==> config.mk <==
export PLATFORM = sky130hd
export DESIGN_NAME = bp_reg_map
export DESIGN_NICKNAME = d
export VERILOG_FILES = /design/src/rtl/bp_reg_map_pkg.sv /design/src/rtl/bp_reg_rdmux.sv /design/src/rtl/bp_reg_map.sv
export SDC_FILE = /design/constraint.sdc
export NUM_CORES = 1
export LEC_CHECK = 0
export ABC_CLOCK_PERIOD_IN_PS = 4900
export CORE_MARGIN = 3
export CORE_UTILIZATION = 50
export CTS_BUF_LIST = sky130_fd_sc_hd__clkbuf_2
export DETAILED_ROUTE_END_ITERATION = 12
export GPL_TIMING_DRIVEN = 0
export PLACE_DENSITY = 0.8
export RECOVER_POWER = 25
export REMOVE_ABC_BUFFERS = 1
export SLEW_MARGIN = 40
export SYNTH_ARGS = -nofsm -noshare
export SYNTH_HDL_FRONTEND = slang
export SYNTH_SLANG_ARGS = --single-unit
==> constraint.sdc <==
create_clock -name i_clk -period 4.9 [get_ports i_clk]
set_clock_uncertainty 0.2 [all_clocks]
set_input_delay 0.49 -clock i_clk [delete_from_list [all_inputs] [get_ports i_clk]]
set_output_delay 0.49 -clock i_clk [all_outputs]
set_load 0.02 [all_outputs]
==> src/rtl/bp_reg_map_pkg.sv <==
// bp_pkg: shared address map constants, FSM state type and sizing helper for the BytePipe register map.
package bp_pkg;
    localparam logic [6:0] ADDR_BURST   = 7'd0;
    localparam logic [6:0] ADDR_CTRL    = 7'd1;
    localparam logic [6:0] ADDR_FIFO_LO = 7'd2;
    localparam int BP_CMD_WR_BIT = 7;
    typedef enum logic [1:0] {IDLE, WDAT, RLOAD, RSEND} bpState_t;
    function automatic int idxWidth(input int n);
        return (n > 1) ? $clog2(n) : 1;
    endfunction
endpackage

==> src/rtl/bp_reg_rdmux.sv <==
// bp_reg_rdmux: combinational address decode to read byte, plus which FIFO channel (if any) the address hits.
module bp_reg_rdmux
    import bp_pkg::*;
#(
    parameter int N_FIFO = 1,
    parameter int N_RO   = 4,
    parameter int N_RW   = 4,
    parameter int RW_W   = 8,
    parameter int FI_W   = 1
) (
    input  logic [6:0]           addr,
    input  logic [7:0]           burst,
    input  logic                 autoInc,
    input  logic [N_FIFO*8-1:0]  fifoData,
    input  logic [N_RO*8-1:0]    ro,
    input  logic [N_RW*RW_W-1:0] rw,
    output logic [7:0]           rdByte,
    output logic                 isFifo,
    output logic [FI_W-1:0]      fifoIdx
);
    localparam int RO_LO = int'(ADDR_FIFO_LO) + N_FIFO;
    localparam int RW_LO = RO_LO + N_RO;

    always_comb begin
        rdByte  = 8'h00;
        isFifo  = 1'b0;
        fifoIdx = '0;
        if (addr == ADDR_BURST) rdByte = burst;
        if (addr == ADDR_CTRL) rdByte = {7'b0, autoInc};
        for (int i = 0; i < N_FIFO; i++) begin
            if (addr == 7'(int'(ADDR_FIFO_LO) + i)) begin
                rdByte  = fifoData[i*8 +: 8];
                isFifo  = 1'b1;
                fifoIdx = FI_W'(i);
            end
        end
        for (int i = 0; i < N_RO; i++) begin
            if (addr == 7'(RO_LO + i)) rdByte = ro[i*8 +: 8];
        end
        // narrow RW registers read back zero-extended
        for (int i = 0; i < N_RW; i++) begin
            if (addr == 7'(RW_LO + i)) rdByte = 8'(rw[i*RW_W +: RW_W]);
        end
    end
endmodule

==> src/rtl/bp_reg_map.sv <==
// bp_reg_map: BytePipe command decoder driving RW registers, RO inputs and pop-on-read FIFO channels,
// with burst transfers and optional address auto-increment.
module bp_reg_map
    import bp_pkg::*;
#(
    parameter int N_FIFO = 1,
    parameter int N_RO   = 4,
    parameter int N_RW   = 4,
    parameter int RW_W   = 8,
    parameter logic [N_RW*RW_W-1:0] RW_RESET = '0
) (
    input  logic                 i_clk,
    input  logic                 i_rst_n,
    output logic [N_RW*RW_W-1:0] o_rw,
    output logic [N_RW-1:0]      o_rwStrobe,
    input  logic [N_RO*8-1:0]    i_ro,
    input  logic [N_FIFO*8-1:0]  i_fifo_data,
    input  logic [N_FIFO-1:0]    i_fifo_empty,
    output logic [N_FIFO-1:0]    o_fifo_pop,
    input  logic [7:0]           i_bp_data,
    input  logic                 i_bp_valid,
    output logic                 o_bp_ready,
    output logic [7:0]           o_bp_data,
    output logic                 o_bp_valid,
    input  logic                 i_bp_ready
);
    localparam int FI_W  = idxWidth(N_FIFO);
    localparam int RW_LO = int'(ADDR_FIFO_LO) + N_FIFO + N_RO;

    bpState_t state, stateNext;
    logic [6:0] addr, addrStep;
    logic [7:0] cnt, burst, cmdLen, rdByte;
    logic autoInc, longTx, accept, canLoad, more, isFifo;
    logic [FI_W-1:0] fifoIdx;
    logic [N_FIFO-1:0] fifoSel;

    bp_reg_rdmux #(
        .N_FIFO(N_FIFO), .N_RO(N_RO), .N_RW(N_RW), .RW_W(RW_W), .FI_W(FI_W)
    ) uRdMux (
        .addr(addr), .burst(burst), .autoInc(autoInc), .fifoData(i_fifo_data),
        .ro(i_ro), .rw(o_rw), .rdByte(rdByte), .isFifo(isFifo), .fifoIdx(fifoIdx)
    );

    always_comb begin
        for (int i = 0; i < N_FIFO; i++) fifoSel[i] = isFifo && (fifoIdx == FI_W'(i));
    end

    assign o_bp_ready = (state == IDLE) || (state == WDAT);
    assign o_bp_valid = state == RSEND;
    assign accept     = i_bp_valid && o_bp_ready;
    assign canLoad    = ~|(fifoSel & i_fifo_empty);
    assign o_fifo_pop = (state == RLOAD) ? (fifoSel & ~i_fifo_empty) : '0;
    // cnt holds the bytes still owed in the current transaction, including the one in flight
    assign more       = cnt > 8'd1;
    assign addrStep   = (autoInc && addr != 7'h7F) ? addr + 7'd1 : addr;
    assign cmdLen     = (burst > 8'd1 && i_bp_data[6:0] != ADDR_BURST) ? burst : 8'd1;

    always_comb begin
        stateNext = state;
        case (state)
            IDLE:    if (accept) stateNext = i_bp_data[BP_CMD_WR_BIT] ? WDAT : RLOAD;
            WDAT:    if (accept && !more) stateNext = RLOAD;
            RLOAD:   if (canLoad) stateNext = RSEND;
            RSEND:   if (i_bp_ready) stateNext = more ? RLOAD : IDLE;
            default: stateNext = IDLE;
        endcase
    end

    always_ff @(posedge i_clk or negedge i_rst_n) begin
        if (!i_rst_n) state <= IDLE;
        else state <= stateNext;
    end

    always_ff @(posedge i_clk or negedge i_rst_n) begin
        if (!i_rst_n) begin
            addr       <= '0;
            cnt        <= '0;
            burst      <= '0;
            autoInc    <= 1'b0;
            longTx     <= 1'b0;
            o_rw       <= RW_RESET;
            o_rwStrobe <= '0;
            o_bp_data  <= '0;
        end else begin
            o_rwStrobe <= '0;
            case (state)
                IDLE: if (accept) begin
                    addr   <= i_bp_data[6:0];
                    cnt    <= cmdLen;
                    longTx <= cmdLen > 8'd1;
                end
                WDAT: if (accept) begin
                    if (addr == ADDR_BURST) burst <= i_bp_data;
                    if (addr == ADDR_CTRL) autoInc <= i_bp_data[0];
                    for (int i = 0; i < N_RW; i++) begin
                        if (addr == 7'(RW_LO + i)) begin
                            o_rw[i*RW_W +: RW_W] <= i_bp_data[RW_W-1:0];
                            o_rwStrobe[i]        <= 1'b1;
                        end
                    end
                    cnt <= more ? cnt - 8'd1 : 8'd0;
                    if (more) addr <= addrStep;
                end
                RLOAD: if (canLoad) o_bp_data <= rdByte;
                RSEND: if (i_bp_ready) begin
                    if (more) begin
                        cnt  <= cnt - 8'd1;
                        addr <= addrStep;
                    end else if (longTx) begin
                        burst  <= '0;
                        longTx <= 1'b0;
                    end
                end
                default: ;
            endcase
        end
    end
endmodule
Word-level counts from Yosys, hierarchy flattened
Cells that the tools add are included.
{"block": "classes", "add_sub_neg": 2, "n_eq_ne": 23, "n_lt_le_gt_ge": 3, "reduce_logical": 23, "n_mux": 49, "n_bitwise": 4}
{"cell": "$mux 8", "count": 22}
{"cell": "$mux 7", "count": 5}
{"cell": "$eq 7x3->1 const B", "count": 4}
{"cell": "$gt 8x1->1 const B", "count": 3}
{"cell": "$pmux 8 s3", "count": 1}
{"cell": "$eq 7x4->1 const B", "count": 3}
{"cell": "$pmux 7 s3", "count": 1}
{"cell": "$pmux 8 s2", "count": 1}
{"cell": "$reduce_and 3->1", "count": 5}
{"cell": "$eq 7x2->1 const B", "count": 2}
{"cell": "$mux 2", "count": 6}
{"cell": "$reduce_and 4->1", "count": 3}
{"cell": "$ne 2x1->1 const B", "count": 5}
{"cell": "$mux 1", "count": 9}
{"cell": "$mux 4", "count": 2}
{"cell": "$ne 2x2->1 const B", "count": 4}
{"cell": "$pmux 2 s4", "count": 1}
{"cell": "$sub 8x1->8 const B", "count": 1}
{"cell": "$add 7x1->7 const B", "count": 1}
{"cell": "$eq 7x1->1 const B", "count": 1}
{"cell": "$logic_not 7->1", "count": 1}
{"cell": "$ne 7x7->1 const B", "count": 1}
{"cell": "$reduce_bool 7->1", "count": 1}
{"cell": "$reduce_and 6->1", "count": 1}
{"cell": "other kinds (13)", "count": 20}
{"block": "totals", "in_bits": 53, "output_inout_bits": 47, "reg_bits": 71, "wordCells": 116}

Logic depth before layout (Yosys ltp)
Gate-level depths: netlist (run 1).
{"block": "depth", "depth_word": 12, "depth_mapped": 9, "mapped_depth_nobuf": 7}

Hierarchy
A second synthesis (run 1) with hierarchy kept.
{"block": "unflattened", "hier_cells": 416, "area_unflattened_um2": 4321.6}
{"mod": "bp_reg_map", "cells_per_inst": 292, "instances": 1, "area_per_inst_um2": 3372.0, "seq_area_each_um2": 1776.7}
{"mod": "bp_reg_rdmux", "cells_per_inst": 124, "instances": 1, "area_per_inst_um2": 949.7, "seq_area_each_um2": 0.0}

Worst setup path after synthesis (run 1)
No wires, ideal clock.
{"block": "synth_timing", "path_type": "reg2out", "from": "register addr[0]", "to": "output o_fifo_pop", "required_ns": 4.210, "arrival_time_ns": 2.031, "setup_slack_ns": 2.179, "stages_incl_launch_ff": 5, "path_buffers": 0, "cell_sequence": "dfrtp_1 -> inv_1 -> ha_1 -> or4b_4 -> nor4_1"}
{"block": "synth_between", "elab_chain_cells": 4}
{"item": "from (decl)", "line": "bp_reg_map.sv:31", "source": "logic [6:0] addr, addrStep;"}
{"item": "from (signal assigned)", "line": "bp_reg_map.sv:88", "source": "addr <= i_bp_data[6:0];"}
{"item": "from (signal assigned)", "line": "bp_reg_map.sv:102", "source": "if (more) addr <= addrStep;"}
{"item": "from (signal assigned)", "line": "bp_reg_map.sv:108", "source": "addr <= addrStep;"}
{"item": "$eq 7x2->1", "line": "bp_reg_rdmux.sv:31", "source": "if (addr == 7'(int'(ADDR_FIFO_LO) + i)) begin"}
{"item": "$mux 1", "line": "bp_reg_rdmux.sv:31"}
{"item": "$and 1x1->1", "line": "bp_reg_map.sv:52", "source": "assign o_fifo_pop = (state == RLOAD) ? (fifoSel & ~i_fifo_empty) : '0;"}
{"item": "$mux 1", "line": "bp_reg_map.sv:52"}
{"item": "to (decl)", "line": "bp_reg_map.sv:19", "source": "output logic [N_FIFO-1:0] o_fifo_pop,"}
No other way between the ends.

Worst setup path in the final report (run 1)
Same ends and word-level chain as after synthesis.

==> impl_results.md, run 1 <==
- Worst path buffer plus inverter count: 2
- Crit Path Max Fanout: 7
- GR Overflow Total: 0
- Reg2Reg Depth: 7
- Setup violators final: 0
- Routed wire per std cell: around 21 microns
- Worst EP arrival: between 3 and 4 ns
- Worst EP required: 4.21 ns
- Most common cell after layout, fill and taps aside: clkdlybuf4s50_1
- GRT Util Overall: between 20% and 30%
- Peak supply drop: approximately 0.2 mV
- Post-synth top area cell: dfrtp_1
- Post-Synthesis Cells: ~410
- P&R area growth vs syn: 27.41%
- Initial DRC Count: about 310
- CP peak stage delay: ~0.68 ns
- Reg clk slew, reported paths: around 0.23 ns
- Most frequent cells in the layout: 98 x clkdlybuf4s50_1, 71 x dfrtp_1, 33 x mux2_2
- Distinct cell type count after synthesis: 67
- Total CTS buffers: 9
- Die area: roughly 9500 sq um
- Port-buffer cells: between 90 and 100
- Pwr/cell area: between 400 and 500 nW/um^2
- Largest delay share family, worst path: simple AND/OR/NAND/NOR gates
- Worst path depth: 5
- Post-synth EDFFs: 0
- Largest net degree at the start of global routing: 48
- Synthesized cell area: 4200 sq um
- Tcrit/Tclk final: 78.53%
- R2r startpoint: addr[0]$_DFFE_PN0P_
- Multi-input gate area: around 2200 sq um
- WS Path Type: reg -> out
- Critical path, cell by cell: inv_1 -> ha_1 -> or4b_4 -> nor4_1 -> clkdlybuf4s50_1
- Leak: between 0.002 and 0.0025 uW
- Failing checks: max-capacitance violations, max-slew violations
- Period minus WS final: 3.848 ns
- Total core area: slightly below 8000 sq um
- GPL Wtd Cong: between 0.8 and 0.9
- Fill count: around 640
- CTS tree: yes
- RSZ-0062 raised after global routing: no
- Final net count: approximately 560
- Longest Clk Path Bufs: 2
- Post-route ant nets: 0
- Status: complete, but fails checks
- Post-synthesis sequential area ratio: between 40% and 50%
- I/O pin cnt: 100
- Inserted Diodes: 0
- Post-Place Cells: 589
- MaxCap Viol Count: 1
- Critical Path Start: addr[0]$_DFFE_PN0P_
- Final-report hold violation count: 0
- Remaining DRCs: 0
- Flop-to-flop setup slack: about 1.9 ns
- Die height: about 98 microns
- Slew headroom: -0.4705%
- Final Slew Violations: 25
- Crit. End Element: output port
- Fmax: between 200 and 300 MHz
- Detailed-route vias per instance: approximately 6.5
- Setup TNS Final: 0 ns
- Initial antenna violation count: 0
- H-tree depth: 3
- Row count: 32
- First drt pass iteration count: 5
- Slew @ Worst Pin: around 1.5 ns
- HP Class: reg -> reg
- Initial Util: a little over half
- Final std cells w/o fill: slightly above 600
- Register area: ~1800 sq um
- #FFs+latches synth: 71
- Ys async rst share: 100.0%
- Die X: 97.66 microns
- Clk sinks: 71
- Cells taking the most area after synthesis: dfrtp_1 42%, mux2_2 8.8%, a21oi_1 3.2%
- Critical Path Source Type: flop
- Yosys top cell area share: 42.30%
- Vias in the first global route: 3876
- Crit-path slowest cell: clkdlybuf4s50_1
- Final Routed Wirelength: between 10000 and 15000 microns
- Via count: just under 4000
- Root Driver: clkbuf_2
- Top_reg_cell synth: dfrtp_1
- RR Endpoint: o_bp_data[3]$_DFFE_PN0P_
- Layout cell share with drive strength beyond 1: 15.48%
- Final hold slack: 0.3183 ns
- Yosys warning count: 0
- Last element of the critical path: o_fifo_pop
- Synthesized area per cell: about 10 sq um
- First-pass GRT wire length: approximately 21000 microns
- Detailed placement HPWL: roughly 9400 microns
- Clock Latency Late Sink: ~0.56 ns
## layout make-up
| type | count | share of cell area (%) |
|---|---|---|
| Tap cell | 102 | 2.385 |
| Clock inverter | 7 | 1.052 |
| Multi-Input combinational cell | 295 | 41.95 |
| Timing Repair Buffer | 101 | 19.10 |
| Sequential cell | 71 | 33.20 |
| Inverter | 21 | 1.473 |
| Clock buffer | 9 | 0.8417 |
## worst reg2reg max path, stage by stage, from the launching register on
cell and delay [ns]:
dfrtp_1 0.52, inv_1 0.12, ha_1 0.33, nor4b_2 0.63, nand2_1 0.53, o21ai_0 0.34, a2bb2oi_1 0.21, o31ai_1 0.09
## cells by family (layout without fill, tap and decap cells)
family	count (synthesis)	after routing	synth area share (%)
AND/OR/NAND/NOR	112	112	17.10
AO/OA/AOI/OAI	142	142	24.81
buffers and inverters	42	138	4.677
flip-flops	71	71	42.30
adder cells (fa/ha/maj)	6	6	1.787
multiplexers	35	35	9.324
## stage by stage
step	instance area, sq um	total power (uW)	worst slack [ns]	utilization, %
after CTS	5348	2431	1.069	67.46
after detailed placement	5236	2118	1.689	66.05
after global routing	5351	2618	0.8897	67.50
after floorplan	4083	1674	2.179	-
after global placement	5201	2083	0.7657	65.61
final	5351	2460	1.052	67.50
## synth_stat cells, types with 4 or more instances
library cell	instances
ha_1	6
mux2_2	33
inv_1	20
nor3_1	15
nand3_1	7
and3_1	5
nand2_1	16
a21oi_1	27
nor2_1	21
o21ai_0	26
a22o_1	8
a22oi_1	4
o31ai_1	6
buf_2	13
a31oi_1	5
dfrtp_1	71
or3_1	5
a221oi_1	13
a2bb2oi_1	7
a221o_1	13
o22ai_1	8
## power breakdown
part	total, uW	internal [uW]	switching (uW)
Sequential	965	738	228
Combinational	1180	509	668
Clock	318	72.1	246
## layer usage
metal | vias to the layer above | GRT usage (%) | share of wire [%]
li1 | 1760 | - | -
met1 | 1949 | 36.74 | 42
met2 | 188 | 43.17 | 47
met3 | 28 | 5.671 | 8.0
met4 | 0 | 9.798 | 2.5
met5 | - | 0 | 0
## repair_timing
action / in CTS / in global routing
hold buffers: 1 / 0
hold endpoints to repair: 71 / 0
setup buffers: 0 / 0
setup endpoints to repair: 0 / 0
resized for setup: 0 / 0
## worst min-delay path by stage
stage / cells after the start / slack [ns] / from / to
floorplan: 0 / -0.006 / i_rst_n / addr[0]$_DFFE_PN0P_
global placement: 1 / 0.27 / cnt[7]$_DFFE_PN0P_ / cnt[7]$_DFFE_PN0P_
detailed placement: 1 / 0.17 / i_rst_n / o_rw[15]$_DFFE_PN0P_
finish: 1 / 0.32 / cnt[7]$_DFFE_PN0P_ / cnt[7]$_DFFE_PN0P_
CTS: 2 / 0.15 / i_rst_n / o_rwStrobe[2]$_DFF_PN0_
global route: 1 / 0.35 / cnt[7]$_DFFE_PN0P_ / cnt[7]$_DFFE_PN0P_
## state kept, by name, summed over array words and instances (netlist names)
register / flops
o_rwStrobe: 4
cnt: 8
longTx: 1
o_rw: 32
state: 2
autoInc: 1
burst: 8
o_bp_data: 8
addr: 7
Power figures use the tool's default switching activity.
==> run 2: changes to the inputs <==
- ABC_CLOCK_PERIOD_IN_PS: 4900 -> 3650
- clock period: 4.9 -> 3.65 ns (I/O delays scaled with it)
==> impl_results.md, run 2 (synthesis results as in run 1) <==
- Status: complete, no violations
- Worst EP required: roughly 3.1 ns
- First drt pass iteration count: 5
- Fmax: 291.7 MHz
- Worst EP arrival: ~2.9 ns
- Layout cell share with drive strength beyond 1: between 15 and 20%
- I/O pin cnt: 100
- Crit. End Element: output port
- P&R area growth vs syn: 26.84%
- First-pass GRT wire length: a little over 20000 microns
- Critical path, cell by cell: inv_1 -> ha_1 -> or4b_4 -> nor4_1 -> dlygate4sd2_1
- Final Routed Wirelength: 12890 microns
- Pwr/cell area: about 620 nW/um^2
- Setup TNS Final: 0 ns
- Inserted Diodes: 0
- Detailed-route vias per instance: about 6.5
- RSZ-0062 raised after global routing: no
- GR Overflow Total: 0
- Largest register FFs: 32
- Most common cell after layout, fill and taps aside: clkdlybuf4s50_1
- Total CTS buffers: 9
- Postcts setup bufs: 0
- Die X: slightly below 100 microns
- Root Driver: clkbuf_2
- Leak: 0.002265 uW
- Most crowded layer after global routing: met2
- Final Slew Violations: 0
- Slew headroom: approximately 8.3%
- Post-route ant nets: 0
- GPL Wtd Cong: 0.8761
- Peak supply drop: ~0.27 mV
- Remaining DRCs: 0
- Critical Path Source Type: flop
- Initial antenna violation count: 0
- Reg clk slew, reported paths: roughly 0.23 ns
- Largest reg by FF count: o_rw
- Largest net degree at the start of global routing: between 40 and 50
- Period minus WS final: 3.428 ns
- Largest delay share family, worst path: simple AND/OR/NAND/NOR gates
- Die area: ~9500 sq um
- Worst path buffer plus inverter count: 2
- H-tree depth: 3
- HP Class: in -> reg
- MaxCap Viol Count: 0
- Slew @ Worst Pin: approximately 1.4 ns
- Total core area: 7928 sq um
- Port-buffer cells: ~100
- Die height: 97.66 microns
- Row count: 32
- M1 GR Usage: a little under two fifths
- Longest Clk Path Bufs: 2
- Via count: around 3900
- Initial Util: approximately 53%
- GRT Util Overall: 27.18%
- Global Route met3 Usage: 5.671%
- Most frequent cells in the layout: 97 x clkdlybuf4s50_1, 71 x dfrtp_1, 33 x mux2_2
- Post-Place Cells: around 600
- CP peak stage delay: about 0.58 ns
- CTS tree: yes
- Met2 Usage GRT: 43.17%
- Routed wire per std cell: ~21 microns
- Final hold slack: between 0.3 and 0.4 ns
- Clock Latency Late Sink: approximately 0.58 ns
- Vias in the first global route: roughly 3900
- Final-report hold violation count: 0
- Crit Path Max Fanout: 7
- Final net count: 558
- Initial DRC Count: between 300 and 400
- Final std cells w/o fill: a little over 600
- Clk sinks: between 70 and 80
- Detailed placement HPWL: 9376 microns
- WS Path Type: reg -> out
- Setup violators final: 0
- Crit-path slowest cell: or4b_4
- Tcrit/Tclk final: between 90 and 100%
run 2: changes by cell type in the layout (fill, tap and decap cells not counted):
cell / change
dlygate4sd2_1: +1
clkdlybuf4s50_1: -1
clkbuf_2: +1
buf_16: -1
run 2: area by class of cell:
| cell class | count | area (sq um) |
|---|---|---|
| timing repair buffer | 101 | 998.5 |
| fill | 640 | 2600 |
| inverter | 21 | 78.83 |
| sequential | 71 | 1777 |
| clock inverter | 7 | 56.30 |
| tap | 102 | 127.6 |
| clock buffer | 9 | 45.04 |
| multi-input combinational | 295 | 2245 |
run 2: tightest hold or removal path: stages:
cell	delay, ns
clkdlybuf4s50_1	0.48
a21oi_1	0.16
a21oi_1	0.05
run 2: where the power goes:
group / switching, uW / internal (uW)
logic: 897 / 681
clock network: 335 / 97.0
registers: 307 / 990
run 2: final timing paths:
path                       slack, ns  cells past startpoint           startpoint                        to
max                             0.22                      5  addr[0]$_DFFE_PN0P_                o_fifo_pop
min                             0.31                      3           i_bp_valid      state[1]$_DFFE_PN0P_
max reg2reg                     0.61                      7  addr[0]$_DFFE_PN0P_  o_bp_data[3]$_DFFE_PN0P_
min reg2reg                     0.32                      1   cnt[7]$_DFFE_PN0P_        cnt[7]$_DFFE_PN0P_
max in group asynchronous       1.01                      3              i_rst_n      burst[3]$_DFFE_PN0P_
min in group asynchronous       0.41                      2              i_rst_n   o_rwStrobe[2]$_DFF_PN0_
run 2: timing repair:
item,4_1_cts,5_1_grt
endpoints found under the setup margin,1,0
gates resized for setup,1,0
hold buffers,1,0
endpoints found under the hold margin,71,0
run 2: per-layer routing:
metal | wire (microns) | share of wire (%)
met4 | 327 | 2.5
met1 | 5449 | 42
met5 | 0 | 0
met3 | 1025 | 8.0
met2 | 6084 | 47
run 2: stage by stage:
| stage | area, sq um | util (%) | worst slack, ns | total power (uW) |
|---|---|---|---|---|
| 6_report | 5328 | 67.20 | 0.2221 | 3306 |
| 3_5_place_dp | 5236 | 66.05 | 0.5639 | 2843 |
| 2_1_floorplan | 4083 | - | 1.054 | 2248 |
| 3_3_place_gp | 5201 | 65.61 | -0.3593 | 2797 |
| 4_1_cts | 5346 | 67.44 | 0.2567 | 3263 |
| 5_1_grt | 5328 | 67.20 | 0.07944 | 3511 |
